==> config.mk <==
export PLATFORM = sky130hd
export DESIGN_NAME = ex_mem_reg
export DESIGN_NICKNAME = d
export VERILOG_FILES = /design/src/rtl/cpu_types_pkg.sv /design/src/rtl/ex_mem_reg_ret_counter.sv /design/src/rtl/ex_mem_reg.sv
export SDC_FILE = /design/constraint.sdc
export NUM_CORES = 1
export LEC_CHECK = 0
export BUFFER_PORTS_ARGS = -buffer_cell sky130_fd_sc_hd__buf_2
export CAP_MARGIN = 0
export CELL_PAD_IN_SITES_DETAIL_PLACEMENT = 0
export CELL_PAD_IN_SITES_GLOBAL_PLACEMENT = 1
export CORE_MARGIN = 2
export CORE_UTILIZATION = 32
export DETAILED_ROUTE_END_ITERATION = 6
export MAX_ROUTING_LAYER = met4
export PLACE_DENSITY = 0.84
export REMOVE_ABC_BUFFERS = 1
export SETUP_SLACK_MARGIN = 0.15
export SYNTH_ARGS = -nofsm -noshare
export SYNTH_HDL_FRONTEND = slang
export SYNTH_SLANG_ARGS = --single-unit
==> constraint.sdc <==
create_clock -name CLK -period 2.8 [get_ports CLK]
set_input_delay 0 -clock CLK [delete_from_list [all_inputs] [get_ports CLK]]
set_output_delay 0 -clock CLK [all_outputs]
set_load 0.02 [all_outputs]
==> src/rtl/cpu_types_pkg.sv <==
// Shared MIPS core types and the execute-to-memory stage payload.
package cpu_types_pkg;

    localparam int unsigned WORD_W = 32;
    localparam int unsigned REG_W  = 5;

    typedef logic [WORD_W-1:0] word_t;
    typedef logic [REG_W-1:0]  regbits_t;

    // Everything the memory stage sees from one captured instruction.
    typedef struct packed {
        logic     valid;
        word_t    outport;
        logic     zero_f;
        logic     neg_f;
        word_t    rdat2;
        regbits_t wsel;
        logic     regwen;
        logic     dren;
        logic     dwen;
        logic     memtoreg;
        logic     br_taken;
        logic     ovf_exc;
        logic     halt;
        word_t    npc;
        word_t    btarget;
    } ex_mem_t;

    // BEQ/BNE resolution from the ALU zero flag; both set resolves as taken.
    function automatic logic br_decide(
        input logic beq,
        input logic bne,
        input logic zero_f
    );
        return (beq & zero_f) | (bne & ~zero_f);
    endfunction

endpackage

==> src/rtl/ex_mem_reg_ret_counter.sv <==
// Saturating retired-instruction counter.
module ret_counter #(
    parameter int unsigned CNT_W = 32
) (
    input  logic             clk,
    input  logic             rst,
    input  logic             inc,
    output logic [CNT_W-1:0] count_o
);

    localparam logic [CNT_W-1:0] CNT_MAX = {CNT_W{1'b1}};

    logic [CNT_W-1:0] count_q;
    logic [CNT_W-1:0] count_d;

    // Increment unless already at the ceiling.
    always_comb begin
        count_d = count_q;
        if (inc && (count_q != CNT_MAX)) begin
            count_d = count_q + CNT_W'(1);
        end
    end

    // Count register with synchronous reset.
    always_ff @(posedge clk) begin
        if (rst) begin
            count_q <= '0;
        end else begin
            count_q <= count_d;
        end
    end

    assign count_o = count_q;

endmodule

==> src/rtl/ex_mem_reg.sv <==
// Execute-to-memory pipeline register with branch resolution, overflow
// write suppression, sticky halt and a retired-instruction counter.
module ex_mem_reg
    import cpu_types_pkg::*;
#(
    parameter int unsigned CNT_W = 32
) (
    input  logic             CLK,
    input  logic             RST,
    input  logic             en,
    input  logic             flush,
    input  logic             ex_valid,
    input  word_t            ex_outport,
    input  logic             ex_zero_f,
    input  logic             ex_neg_f,
    input  logic             ex_over_f,
    input  word_t            ex_rdat2,
    input  regbits_t         ex_wsel,
    input  logic             ex_regwen,
    input  logic             ex_dren,
    input  logic             ex_dwen,
    input  logic             ex_memtoreg,
    input  logic             ex_beq,
    input  logic             ex_bne,
    input  logic             ex_trap_ovf,
    input  logic             ex_halt,
    input  word_t            ex_npc,
    input  word_t            ex_btarget,
    output logic             mem_valid,
    output word_t            mem_outport,
    output logic             mem_zero_f,
    output logic             mem_neg_f,
    output word_t            mem_rdat2,
    output regbits_t         mem_wsel,
    output logic             mem_regwen,
    output logic             mem_dren,
    output logic             mem_dwen,
    output logic             mem_memtoreg,
    output logic             mem_br_taken,
    output logic             mem_ovf_exc,
    output logic             mem_halt,
    output word_t            mem_npc,
    output word_t            mem_btarget,
    output logic [CNT_W-1:0] retired
);

    ex_mem_t stage_q;
    ex_mem_t stage_d;
    logic    ovf_c;
    logic    cnt_inc_c;

    // Next stage contents: halt freezes, flush bubbles, en captures with gating.
    always_comb begin
        stage_d   = stage_q;
        cnt_inc_c = 1'b0;
        ovf_c     = ex_valid & ex_trap_ovf & ex_over_f;
        if (!stage_q.halt) begin
            if (flush) begin
                stage_d = '0;
            end else if (en) begin
                stage_d.valid    = ex_valid;
                stage_d.outport  = ex_outport;
                stage_d.zero_f   = ex_zero_f;
                stage_d.neg_f    = ex_neg_f;
                stage_d.rdat2    = ex_rdat2;
                stage_d.wsel     = ex_wsel;
                stage_d.memtoreg = ex_memtoreg;
                stage_d.npc      = ex_npc;
                stage_d.btarget  = ex_btarget;
                stage_d.regwen   = ex_valid & ex_regwen & ~ovf_c;
                stage_d.dwen     = ex_valid & ex_dwen & ~ovf_c;
                stage_d.dren     = ex_valid & ex_dren;
                stage_d.ovf_exc  = ovf_c;
                stage_d.br_taken = ex_valid & br_decide(ex_beq, ex_bne, ex_zero_f);
                stage_d.halt     = ex_valid & ex_halt;
                cnt_inc_c        = ex_valid;
            end
        end
    end

    // Stage register.
    always_ff @(posedge CLK) begin
        if (RST) begin
            stage_q <= '0;
        end else begin
            stage_q <= stage_d;
        end
    end

    ret_counter #(
        .CNT_W (CNT_W)
    ) u_ret_counter (
        .clk     (CLK),
        .rst     (RST),
        .inc     (cnt_inc_c),
        .count_o (retired)
    );

    assign mem_valid    = stage_q.valid;
    assign mem_outport  = stage_q.outport;
    assign mem_zero_f   = stage_q.zero_f;
    assign mem_neg_f    = stage_q.neg_f;
    assign mem_rdat2    = stage_q.rdat2;
    assign mem_wsel     = stage_q.wsel;
    assign mem_regwen   = stage_q.regwen;
    assign mem_dren     = stage_q.dren;
    assign mem_dwen     = stage_q.dwen;
    assign mem_memtoreg = stage_q.memtoreg;
    assign mem_br_taken = stage_q.br_taken;
    assign mem_ovf_exc  = stage_q.ovf_exc;
    assign mem_halt     = stage_q.halt;
    assign mem_npc      = stage_q.npc;
    assign mem_btarget  = stage_q.btarget;

endmodule

# Word level (Yosys, flattened, before mapping)
# Cells that the tools add are included.
word_totals:
  ff_bits: 175
  input_bits: 149
  output_inout_bits: 175
  wordCells: 42
classes:
  n_addsub: 1
  n_eq_ne: 1
  muxes: 6
  bitwise_logic: 15
  reduce_logical: 3
op_table:
  columns: ["cell", "n"]
  rows:
  - ["$mux 143", 2]
  - ["$mux 65", 1]
  - ["$add 32x1->32 const B", 1]
  - ["$ne 32x32->1 const B", 1]
  - ["$and 1x1->1", 11]
  - ["$mux 1", 3]
  - ["$not 1->1", 3]
  - ["$reduce_and 2->1", 1]
  - ["$reduce_bool 2->1", 1]
  - ["$logic_and 1x1->1", 1]
  - ["$or 1x1->1", 1]

# Depth between registers and ports, before layout
# Gate-level depths: netlist (run 1).
depth:
  ltp_word: 7
  ltp_mapped: 7
  ltp_nobuf: 6

# Modules after synthesis
# A second synthesis (run 1) with hierarchy kept.
hier_totals:
  cells_unflattened: 682
  area_unflattened_um2: 6538.8
modules_own_cells:
  columns: ["module", "instances", "cells_each", "area_each_um2", "seq_area_each_um2"]
  rows:
  - ["ex_mem_reg", 1, 483, 4864.7, 2862.7]
  - ["ret_counter", 1, 199, 1674.1, 640.6]

# Least setup slack after synthesis (run 1)
# No wires, ideal clock.
synth_path:
  kind: "register to register"
  start: "register u_ret_counter.count_q[0] (netlist: u_ret_counter.count_o[0])"
  end: "register u_ret_counter.count_q[26] (netlist: u_ret_counter.count_o[26])"
  setup_time_ns: 0.071
  arrival_time_ns: 2.334
  required_time_ns: 2.729
  setup_slack_ns: 0.395
  path_stages_with_launch: 8
  n_path_buf: 1
  period_less_slack_ns: 2.405
  path_cell_list: "dfxtp_1 > ha_1 > nand2_1 > or3_4 > or3_4 > buf_6 > or4_1 > a21oi_1"
synth_via:
  elab_chain_len: 2
  word_cells_on_any_way: 3
  cone_classes: "add/sub: 1; eq/ne: 1; reduce/logical: 1"
synth_rtl:
  columns: ["item", "line_no", "rtl"]
  rows:
  - ["start: declaration", "ex_mem_reg_ret_counter.sv:13", "logic [CNT_W-1:0] count_q;"]
  - ["start signal: assignment", "ex_mem_reg_ret_counter.sv:29", "count_q <= count_d;"]
  - ["branches (longest 2 deep; another with $add 32x1->32)", null, null]
# Parallel ways; which one is timed is not known.
# A chain may end at the register's enable or synchronous reset.

# Worst setup path after layout (run 1)
# Ends and elaborated chain as after synthesis.

==> reports/summary.txt, run 1 <==
==============================================================================
Result of the run ...............................................    completed
Unrepaired setup endpoints after global routing .................           no
Residual overflow from global routing ...........................            0
Inserted Diodes .................................................            0
Required time at the worst-slack endpoint .......................      3.15 ns
Async set or reset register ratio after synthesis ...............           0%
Initial Util ....................................................       32.66%
Post-CTS setup buffer count .....................................            0
Via count of the first global-routing pass ......................        6,720
Total I/O pin count .............................................          324
Cell count after synthesis ......................................          677
Number of synthesized register bits .............................          175
Die area ........................................................ 21,010 sq um
Final Core Density ..............................................       52.89%
Overall routing resource usage ..................................       20.67%
Maximum number of pins on one net before global-route repair ....           81
Placement Rows ..................................................           51
Overall Power ...................................................     5.690 mW
Vias after detailed routing .....................................        6,822
Residual DRC count ..............................................            0
Floorplan Core Area ............................................. 19,460 sq um
Number of fill cells ............................................        1,743
Final Slew Violations ...........................................            0
TritonCTS clock tree ............................................        built
Resized cells post-CTS ..........................................            0
Reg clk slew, reported paths ....................................      0.07 ns
Layout cells sized above 1 ......................................       33.07%
Kind of critical path ........................................... flop to flop
Buffer cell driving the clock tree root .........................    clkbuf_16
Routed wire per std cell ........................................     15.65 um
Highest ir drop seen on vdd .....................................     403.4 uV
MaxCap Viol Count ...............................................            0
Largest stage delay on the critical path ........................      0.51 ns
First-pass iteration count of the detailed router ...............            5
Startpoint type of the worst setup path .........................         flop
Worst Setup End Kind ............................................         flop
Die Width .......................................................     144.9 um
Number of vias per cell after detailed routing ..................        4.887
Wire length of the first global-routing pass ....................    34,440 um
Total number of H-tree levels ...................................            4
Routed wire length ..............................................    21,850 um
Delay-heaviest family, CP ....................................... simple AND/OR/NAND/NOR gates
Clock buffers created by TritonCTS ..............................           17
Crit path cell chain ............................................ ha_1 > nand2_1 > or3_4 > or3_4 > or4_1 > a21oi_1
Tightest slew margin relative to the limit ......................       45.92%
Slew at the pin with the worst max-slew slack ...................    0.8091 ns
Height of the chip ..............................................     144.9 um
Antenna violations before repair ................................            0
Post-Synthesis Mean Instance Area ...............................  9.389 sq um
Final Hold Fails ................................................            0
Standby leakage power ...........................................     4.627 nW
Worst path slowest cell .........................................        or4_1
Longest Clk Path Bufs ...........................................            2
Clock latency on the worst-skew pair ............................      0.41 ns
Arrival time at the worst endpoint ..............................      2.67 ns
Maximum operating frequency .....................................    430.5 MHz
Post-DRT Antenna Nets ...........................................            0
Final Setup Violations ..........................................            0
Buffer and inverter count on the worst path .....................            0
Setup skew after layout .........................................  0.007830 ns
Seq/Total Area, Yosys ...........................................       55.12%
Number of clock sinks ...........................................          175
Synthesized area ................................................   6356 sq um
Ratio of final minimum period to clock period ...................       82.97%
Hold WC Path Type ............................................... input pin to flop
Minimum period implied by the final worst setup slack ...........     2.323 ns
Maximum fanout along the worst path .............................            9
NumNets Final ...................................................        1,268
Quantity of I/O buffers inserted on ports .......................          323
Number of warnings reported in the yosys synthesis log ..........            0
Initial DRC count ...............................................          449
Most used cell, CP ..............................................        or3_4
Distinct cells, synth ...........................................           42
Main flop type after synthesis ..................................      dfxtp_1
Area overhead of the layout relative to synthesis ...............       61.95%
Post-detailed-placement half-perimeter wirelength ...............    13,470 um
Placer's final routability congestion estimate ..................       0.7935
Cell Pwr Density ................................................ 552.8 nW/um^2
Number of enable-type register cells in the synthesized netlist .            0
==============================================================================
[state kept, by name, summed over array words and instances (netlist names), 5 cells and up]
signal,count
mem_btarget,32
mem_npc,32
mem_outport,32
mem_rdat2,32
u_ret_counter.count_o,32
mem_wsel,5
[repair_timing]
item | in CTS | in global routing
hold buffers | 147 | 0
endpoints found under the hold margin | 151 | 0
endpoints found under the setup margin | 0 | 0
[cell type report]
cell class	count	area, sq um	area share (%)
Timing Repair Buffer	476	3198	31.07
Clock buffer	18	439.2	4.266
Clock inverter	14	162.7	1.580
Inverter	5	18.77	0.1823
Multi-Input combinational cell	443	2640	25.65
Tap cell	265	331.6	3.221
Sequential cell	175	3503	34.03
[tightest hold or removal path, delay by kind of cell]
kind	cells	cell delay, ns
AOI/OAI and AO/OA	1	0.06
buffers and inverters	1	0.08
muxes	1	0.06
and+or+nand+nor	2	0.20
[worst paths after layout]
check	startpoint	endpoint	depth (start not counted)	slack, ns
worst max-delay path	u_ret_counter.count_o[0]	u_ret_counter.count_o[26]	6	0.48
worst min-delay path	ex_bne	mem_br_taken	5	0.02
worst max register to register	u_ret_counter.count_o[0]	u_ret_counter.count_o[26]	6	0.48
worst min register to register	mem_rdat2[17]	mem_rdat2[17]	2	0.50
[per-stage QoR]
step | worst slack [ns] | cell area [sq um] | setup TNS [ns] | cells | hold WS [ns]
after floorplan | -5.923 | 6146 | -824.45 | 623 | 0.06907
after global placement | 0.5171 | 8220 | 0 | 1217 | 0.2345
after CTS | 0.4603 | 10290 | 0 | 1396 | 0.02279
final | 0.4769 | 10290 | 0 | 1396 | 0.02328
after global routing | 0.3503 | 10290 | 0 | 1396 | 0.08316
after detailed placement | 0.4864 | 8220 | 0 | 1217 | 0.2482
[cells by family (layout without fill, tap and decap cells)]
logic type / after synthesis / count (layout) / share of synthesized area [%]
AND/OR/NAND/NOR: 240 / 240 / 17.60
multiplexers: 6 / 6 / 1.024
buffers and inverters: 59 / 513 / 3.602
flip-flops: 175 / 175 / 55.12
XOR/XNOR: 12 / 12 / 1.654
adder cells (fa/ha/maj): 1 / 1 / 0.1968
AO/OA/AOI/OAI: 184 / 184 / 20.81
[power breakdown]
| part | total (mW) | internal (mW) | switching [mW] |
|---|---|---|---|
| Clock | 2.38 | 1.23 | 1.15 |
| Combinational | 0.710 | 0.344 | 0.366 |
| Sequential | 2.60 | 2.56 | 0.0378 |
[cells in the mapped netlist, types with 2 or more instances]
library cell | number | share of area, %
nand3_1 | 11 | 0.87
or3_1 | 6 | 0.59
mux2_2 | 3 | 0.53
a21oi_1 | 20 | 1.6
nor2b_1 | 4 | 0.39
o21ai_0 | 7 | 0.55
a211oi_1 | 2 | 0.24
a21o_1 | 4 | 0.47
clkbuf_1 | 44 | 2.6
a22oi_1 | 139 | 16
nor4_1 | 4 | 0.39
or4_1 | 7 | 0.83
xnor2_1 | 11 | 1.5
buf_1 | 9 | 0.53
and2_1 | 2 | 0.20
inv_1 | 5 | 0.30
mux2i_1 | 2 | 0.31
nand4_2 | 2 | 0.39
dfxtp_1 | 175 | 55
or3_4 | 2 | 0.35
o31ai_1 | 6 | 0.71
and4_1 | 7 | 0.96
nand4_1 | 11 | 1.1
nand2_1 | 14 | 0.83
and3_1 | 4 | 0.39
nor2_1 | 160 | 9.4
[cell usage in the layout, fill, tap and decap left out, types with 5 or more instances in the layout]
cell type	netlist	layout
buf_2	0	322
dfxtp_1	175	175
nor2_1	160	160
dlygate4sd3_1	0	147
a22oi_1	139	139
a21oi_1	20	20
clkbuf_16	0	17
nand2_1	14	14
nand4_1	11	11
nand3_1	11	11
xnor2_1	11	11
and4_1	7	7
or4_1	7	7
o21ai_0	7	7
o31ai_1	6	6
or3_1	6	6
inv_1	5	5
buf_12	0	5
[per-layer routing]
layer | routed length [um] | global-route usage [%] | vias up
li1 | - | - | 3335
met1 | 9106 | 24.66 | 3171
met2 | 10730 | 33.93 | 280
met3 | 1436 | 5.000 | 36
met4 | 571 | 7.723 | 0
met5 | 0 | - | -
No activity file was read; power rests on OpenSTA's default activity.
==> run 2, diff against run 1 <==
--- a/config.mk
+++ b/config.mk
@@ -10,10 +10,10 @@
 export CELL_PAD_IN_SITES_DETAIL_PLACEMENT = 0
 export CELL_PAD_IN_SITES_GLOBAL_PLACEMENT = 1
 export CORE_MARGIN = 2
-export CORE_UTILIZATION = 32
+export CORE_UTILIZATION = 29
 export DETAILED_ROUTE_END_ITERATION = 6
 export MAX_ROUTING_LAYER = met4
-export PLACE_DENSITY = 0.84
+export PLACE_DENSITY = 0.8
 export REMOVE_ABC_BUFFERS = 1
 export SETUP_SLACK_MARGIN = 0.15
 export SYNTH_ARGS = -nofsm -noshare
==> constraint.sdc (replaced) <==
create_clock -name CLK -period 1.92 [get_ports CLK]
set_input_delay 0 -clock CLK [delete_from_list [all_inputs] [get_ports CLK]]
set_output_delay 0 -clock CLK [all_outputs]
set_load 0.02 [all_outputs]
==> run 2 against run 1 <==
Against the previous run:
- the flow now finishes with violations (negative setup slack)
- count of clock-buffer cells in the layout did not move
- combinational power rose by 51%
- final cell count up 7.5%
- fmax grew 13%
- first-iteration DRC count shrank 15%
- critical endpoint is now u_ret_counter.count_o[14]
- worst setup slack lost 0.61 ns
- sequential power increased by 45%
- critical path depth up 2
- utilization is 0.22 points lower
==> reports/summary.txt, run 2 (synthesis results as in run 1) <==
===========================================================================
Result of the run ............................................ finished with violations
Violated checks .............................................. negative setup slack
Hold WC Path Type ............................................ input pin to flop
Unrepaired setup endpoints after global routing ..............          yes
Number of fill cells .........................................        1,913   +9.8%
Clock group share of total power .............................        41.6%   -0.3 points
Maximum number of pins on one net before global-route repair .           67   -17%
Longest Clk Path Bufs ........................................            2   unchanged
Power Internal ...............................................     6.023 mW   +46%
First-pass iteration count of the detailed router ............            5   unchanged
Required time at the worst-slack endpoint ....................      2.21 ns   -0.94 ns
Post-Place Worst Slack .......................................   -0.2028 ns   -0.6892 ns
Maximum fanout along the worst path ..........................            2   -7
Height of the chip ...........................................     152.0 um   +4.9%
TritonCTS clock tree .........................................        built
Initial DRC count ............................................          382   -15%
Die area ..................................................... 23,120 sq um   +10%
Minimum period implied by the final worst setup slack ........     2.048 ns   -0.2750 ns
Most common cell after layout, fill and taps aside ...........        buf_2
Slew at the pin with the worst max-slew slack ................    0.5398 ns   -0.2692 ns
Number of vias per cell after detailed routing ...............        4.912   +0.52%
Maximum operating frequency ..................................    488.2 MHz   +13%
Layout cells sized above 1 ...................................       42.54%   +9.5 points
Placement Rows ...............................................           54   +5.9%
Overall routing resource usage ...............................       19.86%   -0.81 points
Switching power total ........................................     2.290 mW   +47%
Final Slew Violations ........................................            0   unchanged
Comb pwr share ...............................................        12.9%   +0.4 points
Number of clock sinks ........................................          175   unchanged
Most used cells in the layout excluding fill and tap cells ... buf_2, dfxtp_1, nor2_1
Kind of critical path ........................................ flop to flop
Total I/O pin count ..........................................          324   unchanged
Routed wire length ...........................................    23,490 um   +7.5%
Initial Util .................................................       29.31%   -3.4 points
Placement-stage cell area ....................................   8828 sq um   +7.4%
Post-route cell area ......................................... 11,420 sq um   +11%
Hold path startpoint .........................................     ex_valid
Share of power burned in registers ...........................        45.5%   about the same
Reg clk slew, reported paths .................................      0.07 ns   about the same
Residual DRC count ...........................................            0   unchanged
Via count of the first global-routing pass ...................        7,424   +10%
Number of placed instances with taps included ................        1,305   +7.2%
NumNets Final ................................................        1,357   +7.0%
Worst Setup End Kind .........................................         flop
Placer's final routability congestion estimate ...............       0.8337   +5.1%
Wire length of the first global-routing pass .................    36,970 um   +7.4%
Hold depth ...................................................            4   -1
Buffer cell driving the clock tree root ......................    clkbuf_16
Final instance count without filler cells ....................        1,501   +7.5%
Setup skew after layout ......................................   0.01341 ns   +0.005584 ns
Final Hold Fails .............................................            0   unchanged
MaxCap Viol Count ............................................            0   unchanged
First element of the critical path ........................... u_ret_counter.count_o[0]
Floorplan Core Area .......................................... 21,690 sq um   +11%
Startpoint type of the worst setup path ......................         flop
Area overhead of the layout relative to synthesis ............       79.70%
Setup slack of the critical path after layout ................   -0.1281 ns   -0.6050 ns
Post-DRT Antenna Nets ........................................            0   unchanged
Setup Total Neg Slack ........................................   -0.4392 ns   -0.4392 ns
Cell depth of the worst flop-to-flop path ....................            8   +2
Routed wire per std cell .....................................     15.65 um   about the same
Final Setup Violations .......................................            9   +9
Ratio of final minimum period to clock period ................       106.7%   +24 points
Highest ir drop seen on vdd ..................................     471.6 uV   +17%
Clock latency on the worst-skew pair .........................      0.42 ns   about the same
Standby leakage power ........................................     5.209 nW   +13%
Arrival time at the worst endpoint ...........................      2.34 ns   -0.33 ns
Reg2Reg Launch Point ......................................... u_ret_counter.count_o[0]
Antenna violations before repair .............................            1   +1
Residual overflow from global routing ........................            0   unchanged
Die Width ....................................................     152.0 um   +4.9%
Post-detailed-placement half-perimeter wirelength ............    14,550 um   +8.0%
Cell Pwr Density ............................................. 727.8 nW/um^2   +32%
Quantity of I/O buffers inserted on ports ....................          323   unchanged
Vias after detailed routing ..................................        7,373   +8.1%
Clock buffers created by TritonCTS ...........................           17   unchanged
Net switching share of the total power .......................       27.55%   +0.18 points
Tightest slew margin relative to the limit ...................       64.01%   +18 points
Total number of H-tree levels ................................            4   unchanged
===========================================================================
run 2: power groups by stage:
stage,clock [mW],combinational (mW),sequential (mW)
2_1_floorplan,0,0.262,3.99
3_3_place_gp,0,0.813,3.86
3_5_place_dp,0,0.821,3.86
4_1_cts,3.56,1.06,3.78
5_1_grt,3.72,1.15,3.80
6_report,3.46,1.07,3.78
run 2: routing by layer:
| metal | vias up | wire (um) | part of all wire [%] | global-route usage (%) |
|---|---|---|---|---|
| met5 | - | 0 | 0 | - |
| met4 | 0 | 709 | 3.0 | 7.477 |
| met3 | 55 | 1360 | 5.8 | 4.478 |
| met2 | 326 | 11600 | 49 | 32.99 |
| met1 | 3481 | 9812 | 42 | 23.51 |
| li1 | 3511 | - | - | - |
run 2: worst paths after layout:
path | end | slack (ns)
max | u_ret_counter.count_o[14] | -0.13
min | mem_dwen | 0.07
max reg2reg | u_ret_counter.count_o[14] | -0.13
min reg2reg | mem_ovf_exc | 0.46
run 2: per-stage QoR:
stage | hold slack, ns | util [%] | power (mW)
2_1_floorplan | 0.06907 | - | 4.254
3_3_place_gp | 0.2368 | 40.71 | 4.674
3_5_place_dp | 0.2517 | 40.71 | 4.682
4_1_cts | 0.04673 | 51.47 | 8.396
5_1_grt | 0.08008 | 52.67 | 8.673
6_report | 0.07003 | 52.67 | 8.313
run 2: cell type report:
| class | instances | area (sq um) | area share, % |
|---|---|---|---|
| Antenna cell | 1 | 2.502 | 0.02191 |
| Clock buffer | 18 | 429.2 | 3.757 |
| Clock inverter | 14 | 155.1 | 1.358 |
| Inverter | 5 | 18.77 | 0.1643 |
| Multi-Input combinational cell | 443 | 2978 | 26.07 |
| Sequential cell | 175 | 3521 | 30.82 |
| Tap cell | 280 | 350.3 | 3.067 |
| Timing Repair Buffer | 565 | 3968 | 34.74 |
run 2: critical path, stage by stage (launching register included):
cell and delay [ns]:
dfxtp_2 0.35, ha_4 0.16, nand2_4 0.06, buf_6 0.11
buf_6 0.11, or4_4 0.44, a211oi_4 0.26, nand3_1 0.13
mux2_4 0.30
run 2: repair_timing:
item                       CTS  global route
resized for setup           49            49
hold endpoints to repair   144             0
buffers inserted            10             6
hold buffers               147             0
pin swaps                   28            32
setup endpoints to repair   30            32
==> run 3, diff against run 2 <==
--- a/config.mk
+++ b/config.mk
@@ -5,6 +5,7 @@
 export SDC_FILE = /design/constraint.sdc
 export NUM_CORES = 1
 export LEC_CHECK = 0
+export ABC_AREA = 1
 export BUFFER_PORTS_ARGS = -buffer_cell sky130_fd_sc_hd__buf_2
 export CAP_MARGIN = 0
 export CELL_PAD_IN_SITES_DETAIL_PLACEMENT = 0
@@ -13,9 +14,10 @@
 export CORE_UTILIZATION = 29
 export DETAILED_ROUTE_END_ITERATION = 6
 export MAX_ROUTING_LAYER = met4
-export PLACE_DENSITY = 0.8
+export PLACE_DENSITY = 0.82
 export REMOVE_ABC_BUFFERS = 1
 export SETUP_SLACK_MARGIN = 0.15
+export SKIP_LAST_GASP = 1
 export SYNTH_ARGS = -nofsm -noshare
 export SYNTH_HDL_FRONTEND = slang
 export SYNTH_SLANG_ARGS = --single-unit
==> constraint.sdc (replaced) <==
create_clock -name CLK -period 1.8 [get_ports CLK]
set_input_delay 0 -clock CLK [delete_from_list [all_inputs] [get_ports CLK]]
set_output_delay 0 -clock CLK [all_outputs]
set_load 0.02 [all_outputs]
==> run 3 against run 2 <==
Against the previous run:
- the run now ends clean
- final cell count increased by 17%
- synthesized cell count increased by 41%
- critical path type unchanged
- first-iteration DRC count increased by 36%
- cell area decreased by 1.4%
- fmax increased by 31%
- die area increased by 8.4%
- critical endpoint is now mem_btarget[7]
==> reports/summary.txt, run 3 <==
==============================================================================
Result of the run ...............................................    completed
Most repeated cell in the gate-level netlist after synthesis ....      nand2_1
Clock latency on the worst-skew pair ............................      0.43 ns   about the same
Standby leakage power ...........................................     5.025 nW   -3.5%
Antenna violations before repair ................................            1   unchanged
Post-detailed-placement half-perimeter wirelength ...............    16,200 um   +11%
Quantity of I/O buffers inserted on ports .......................          323   unchanged
Via count of the first global-routing pass ......................        7,441   +0.23%
Overall Power ...................................................     9.087 mW   +9.3%
Die Width .......................................................     158.3 um   +4.1%
NumNets Final ...................................................        1,578   +16%
Post-DRT Antenna Nets ...........................................            0   unchanged
Slew at the pin with the worst max-slew slack ...................    0.5895 ns   +0.04964 ns
Most common cell after layout, fill and taps aside ..............      nand2_1
Wire length of the first global-routing pass ....................    37,450 um   +1.3%
Final Setup Violations ..........................................            0   -9
Clock buffers created by TritonCTS ..............................           17   unchanged
Floorplan Core Area ............................................. 23,400 sq um   +7.9%
Number of fill cells ............................................        2,323   +21%
Synthesized area ................................................   6903 sq um   +8.6%
Total I/O pin count .............................................          324   unchanged
Cell depth of the worst flop-to-flop path .......................            4   -4
Initial DRC count ...............................................          521   +36%
Placement-stage cell area .......................................   8981 sq um   +1.7%
Area overhead of the layout relative to synthesis ...............       63.11%
Hold WC Path Type ............................................... input pin to flop
Maximum fanout along the worst path .............................           75   +73
Global routing met2 resource utilization ........................       32.84%   -0.15 points
Vias after detailed routing .....................................        7,873   +6.8%
Number of vias per cell after detailed routing ..................        4.471   -9.0%
Total number of H-tree levels ...................................            4   unchanged
Fraction of met3 tracks used by global routing ..................       4.056%   -0.42 points
Unrepaired setup endpoints after global routing .................          yes
Placer's final routability congestion estimate ..................       0.8329   about the same
Highest ir drop seen on vdd .....................................     612.9 uV   +30%
Routed wire length ..............................................    24,650 um   +4.9%
Final Slew Violations ...........................................            0   unchanged
Final instance count without filler cells .......................        1,761   +17%
Worst Setup End Kind ............................................         flop
Residual overflow from global routing ...........................            0   unchanged
Final Hold Fails ................................................            0   unchanged
Number of synthesized register bits .............................          175   unchanged
Worst setup path end ............................................ mem_btarget[7]
Overall routing resource usage ..................................       19.39%   -0.47 points
Layout cells sized above 1 ......................................       30.67%   -12 points
Async set or reset register ratio after synthesis ...............           0%   unchanged
Seq/Total Area, Yosys ...........................................       50.75%   -4.4 points
Ratio of final minimum period to clock period ...................       86.74%   -20 points
Minimum period implied by the final worst setup slack ...........     1.561 ns   -0.4869 ns
Share of the synthesized area in the top cell type ..............       50.75%   -4.4 points
First-pass iteration count of the detailed router ...............            5   unchanged
Setup skew after layout .........................................   0.01298 ns   -0.0004366 ns
Leading cell types by count after synthesis ..................... nand2_1, dfxtp_1, a21oi_1
Longest Clk Path Bufs ...........................................            2   unchanged
Number of enable-type register cells in the synthesized netlist .            0   unchanged
Post-route cell area ............................................ 11,260 sq um   -1.4%
First element of the critical path ..............................     mem_halt
Maximum operating frequency .....................................    640.5 MHz   +31%
Most used cells in the layout excluding fill and tap cells ...... nand2_1, buf_2, a21oi_1
Global-route met1 utilization ...................................       23.62%   +0.10 points
Tightest slew margin relative to the limit ......................       60.55%   -3.5 points
Reg clk slew, reported paths ....................................      0.08 ns   about the same
Initial Util ....................................................       29.50%   +0.19 points
Largest area contributor in the netlist .........................      dfxtp_1
MaxCap Viol Count ...............................................            0   unchanged
Setup slack of the most critical reg-to-reg path ................      0.24 ns   +0.37 ns
Height of the chip ..............................................     158.3 um   +4.1%
Residual DRC count ..............................................            0   unchanged
Number of placed instances with taps included ...................        1,574   +21%
Setup Total Neg Slack ...........................................         0 ns   +0.4392 ns
Placement Rows ..................................................           56   +3.7%
Arrival time at the worst endpoint ..............................      1.92 ns   -0.42 ns
Final Core Density ..............................................       48.11%   -4.6 points
Buffer cell driving the clock tree root .........................    clkbuf_16
Top cells by area, synth ........................................ dfxtp_1, nand2_1, a21oi_1
Startpoint type of the worst setup path .........................         flop
Number of clock sinks ...........................................          175   unchanged
Post-Synthesis Mean Instance Area ...............................  7.236 sq um   -23%
Reg-to-Reg End .................................................. mem_btarget[7]
Busiest grt layer ...............................................         met2
Maximum number of pins on one net before global-route repair ....           76   +13%
Main flop type after synthesis ..................................      dfxtp_1
Required time at the worst-slack endpoint .......................      2.16 ns   -0.05 ns
Cell Pwr Density ................................................ 807.1 nW/um^2   +11%
Routed wire per std cell ........................................     13.99 um   -11%
Die area ........................................................ 25,050 sq um   +8.4%
Cell count after synthesis ......................................          954   +41%
Number of warnings reported in the yosys synthesis log ..........            0   unchanged
Kind of critical path ........................................... flop to flop
Distinct cells, synth ...........................................           28   -33%
TritonCTS clock tree ............................................        built
Reg2Reg Launch Point ............................................     mem_halt
==============================================================================
[run 3: changes by cell type in the layout (fill, tap and decap cells not counted), moves of 6 or more]
cell / previous run / this run
nor2_1: 160 / 62
inv_1: 5 / 29
nor2_2: 0 / 10
xor2_1: 1 / 7
a21oi_1: 13 / 164
nand2_1: 13 / 390
nand3_1: 8 / 19
a22oi_1: 139 / 0
buf_4: 71 / 29
buf_6: 17 / 2
or3_4: 6 / 0
xnor2_2: 6 / 0
nor2_4: 0 / 7
[run 3: area by class of cell]
cell class,count,area [sq um],area share [%]
Clock inverter,15,188.9,1.678
Clock buffer,17,425.4,3.778
Timing Repair Buffer,508,3483,30.94
Sequential cell,175,3522,31.28
Tap cell,319,399.1,3.545
Inverter,32,125.1,1.111
Antenna cell,1,2.502,0.02222
Multi-Input combinational cell,694,3113,27.65
[run 3: critical path, cell delays in order, from the launching register on]
cell	delay, ns
dfxtp_1	0.37
nor3b_2	0.42
buf_12	0.35
nand2_1	0.16
a21oi_1	0.14
[run 3: power breakdown]
group	internal (mW)	leakage (nW)	switching, mW
Combinational	0.540	3.29	0.619
Sequential	3.99	1.43	0.0631
Clock	2.02	0.303	1.86
[run 3: logic make-up (layout without fill, tap and decap cells)]
| kind of cell | count (synthesis) | in the layout | share of synthesized area [%] |
|---|---|---|---|
| flip-flops | 175 | 175 | 50.75 |
| multiplexers | 1 | 1 | 0.1631 |
| AND/OR/NAND/NOR | 509 | 509 | 29.47 |
| adder cells (fa/ha/maj) | 1 | 1 | 0.1812 |
| other | 0 | 1 | 0 |
| buffers and inverters | 85 | 572 | 5.510 |
| XOR/XNOR | 11 | 11 | 1.396 |
| AO/OA/AOI/OAI | 172 | 172 | 12.52 |
[run 3: metrics by stage]
stage               setup slack, ns  hold slack, ns
detailed placement          0.09486          0.2550
CTS                          0.1722         0.07628
global route                 0.1228         0.09857
finish                       0.2387         0.08992
global placement             0.1593          0.2487
floorplan                    -6.309         0.06907
[run 3: per-layer routing]
layer  routed length, um  vias up
met5                   0        -
met4                 315        0
met3                1376       20
met2               12230      254
met1               10720     3621
li1                    -     3978
[run 3: repair_timing]
action	4_1_cts	5_1_grt
resized for setup	6	41
cloned	0	1
hold endpoints to repair	142	0
hold buffers	147	0
pin swaps	1	2
endpoints found under the setup margin	22	33
buffers inserted	1	5
[run 3: worst min path at each step]
stage                          from             to  depth (start not counted)  slack [ns]
after floorplan                 RST   mem_br_taken                          1        0.07
after global placement    ex_npc[4]     mem_npc[4]                          3        0.25
final                            en  mem_rdat2[27]                          4        0.09
after CTS                        en       mem_dwen                          4        0.08
after detailed placement  ex_npc[7]     mem_npc[7]                          3        0.25
after global routing             en       mem_dwen                          4         0.1
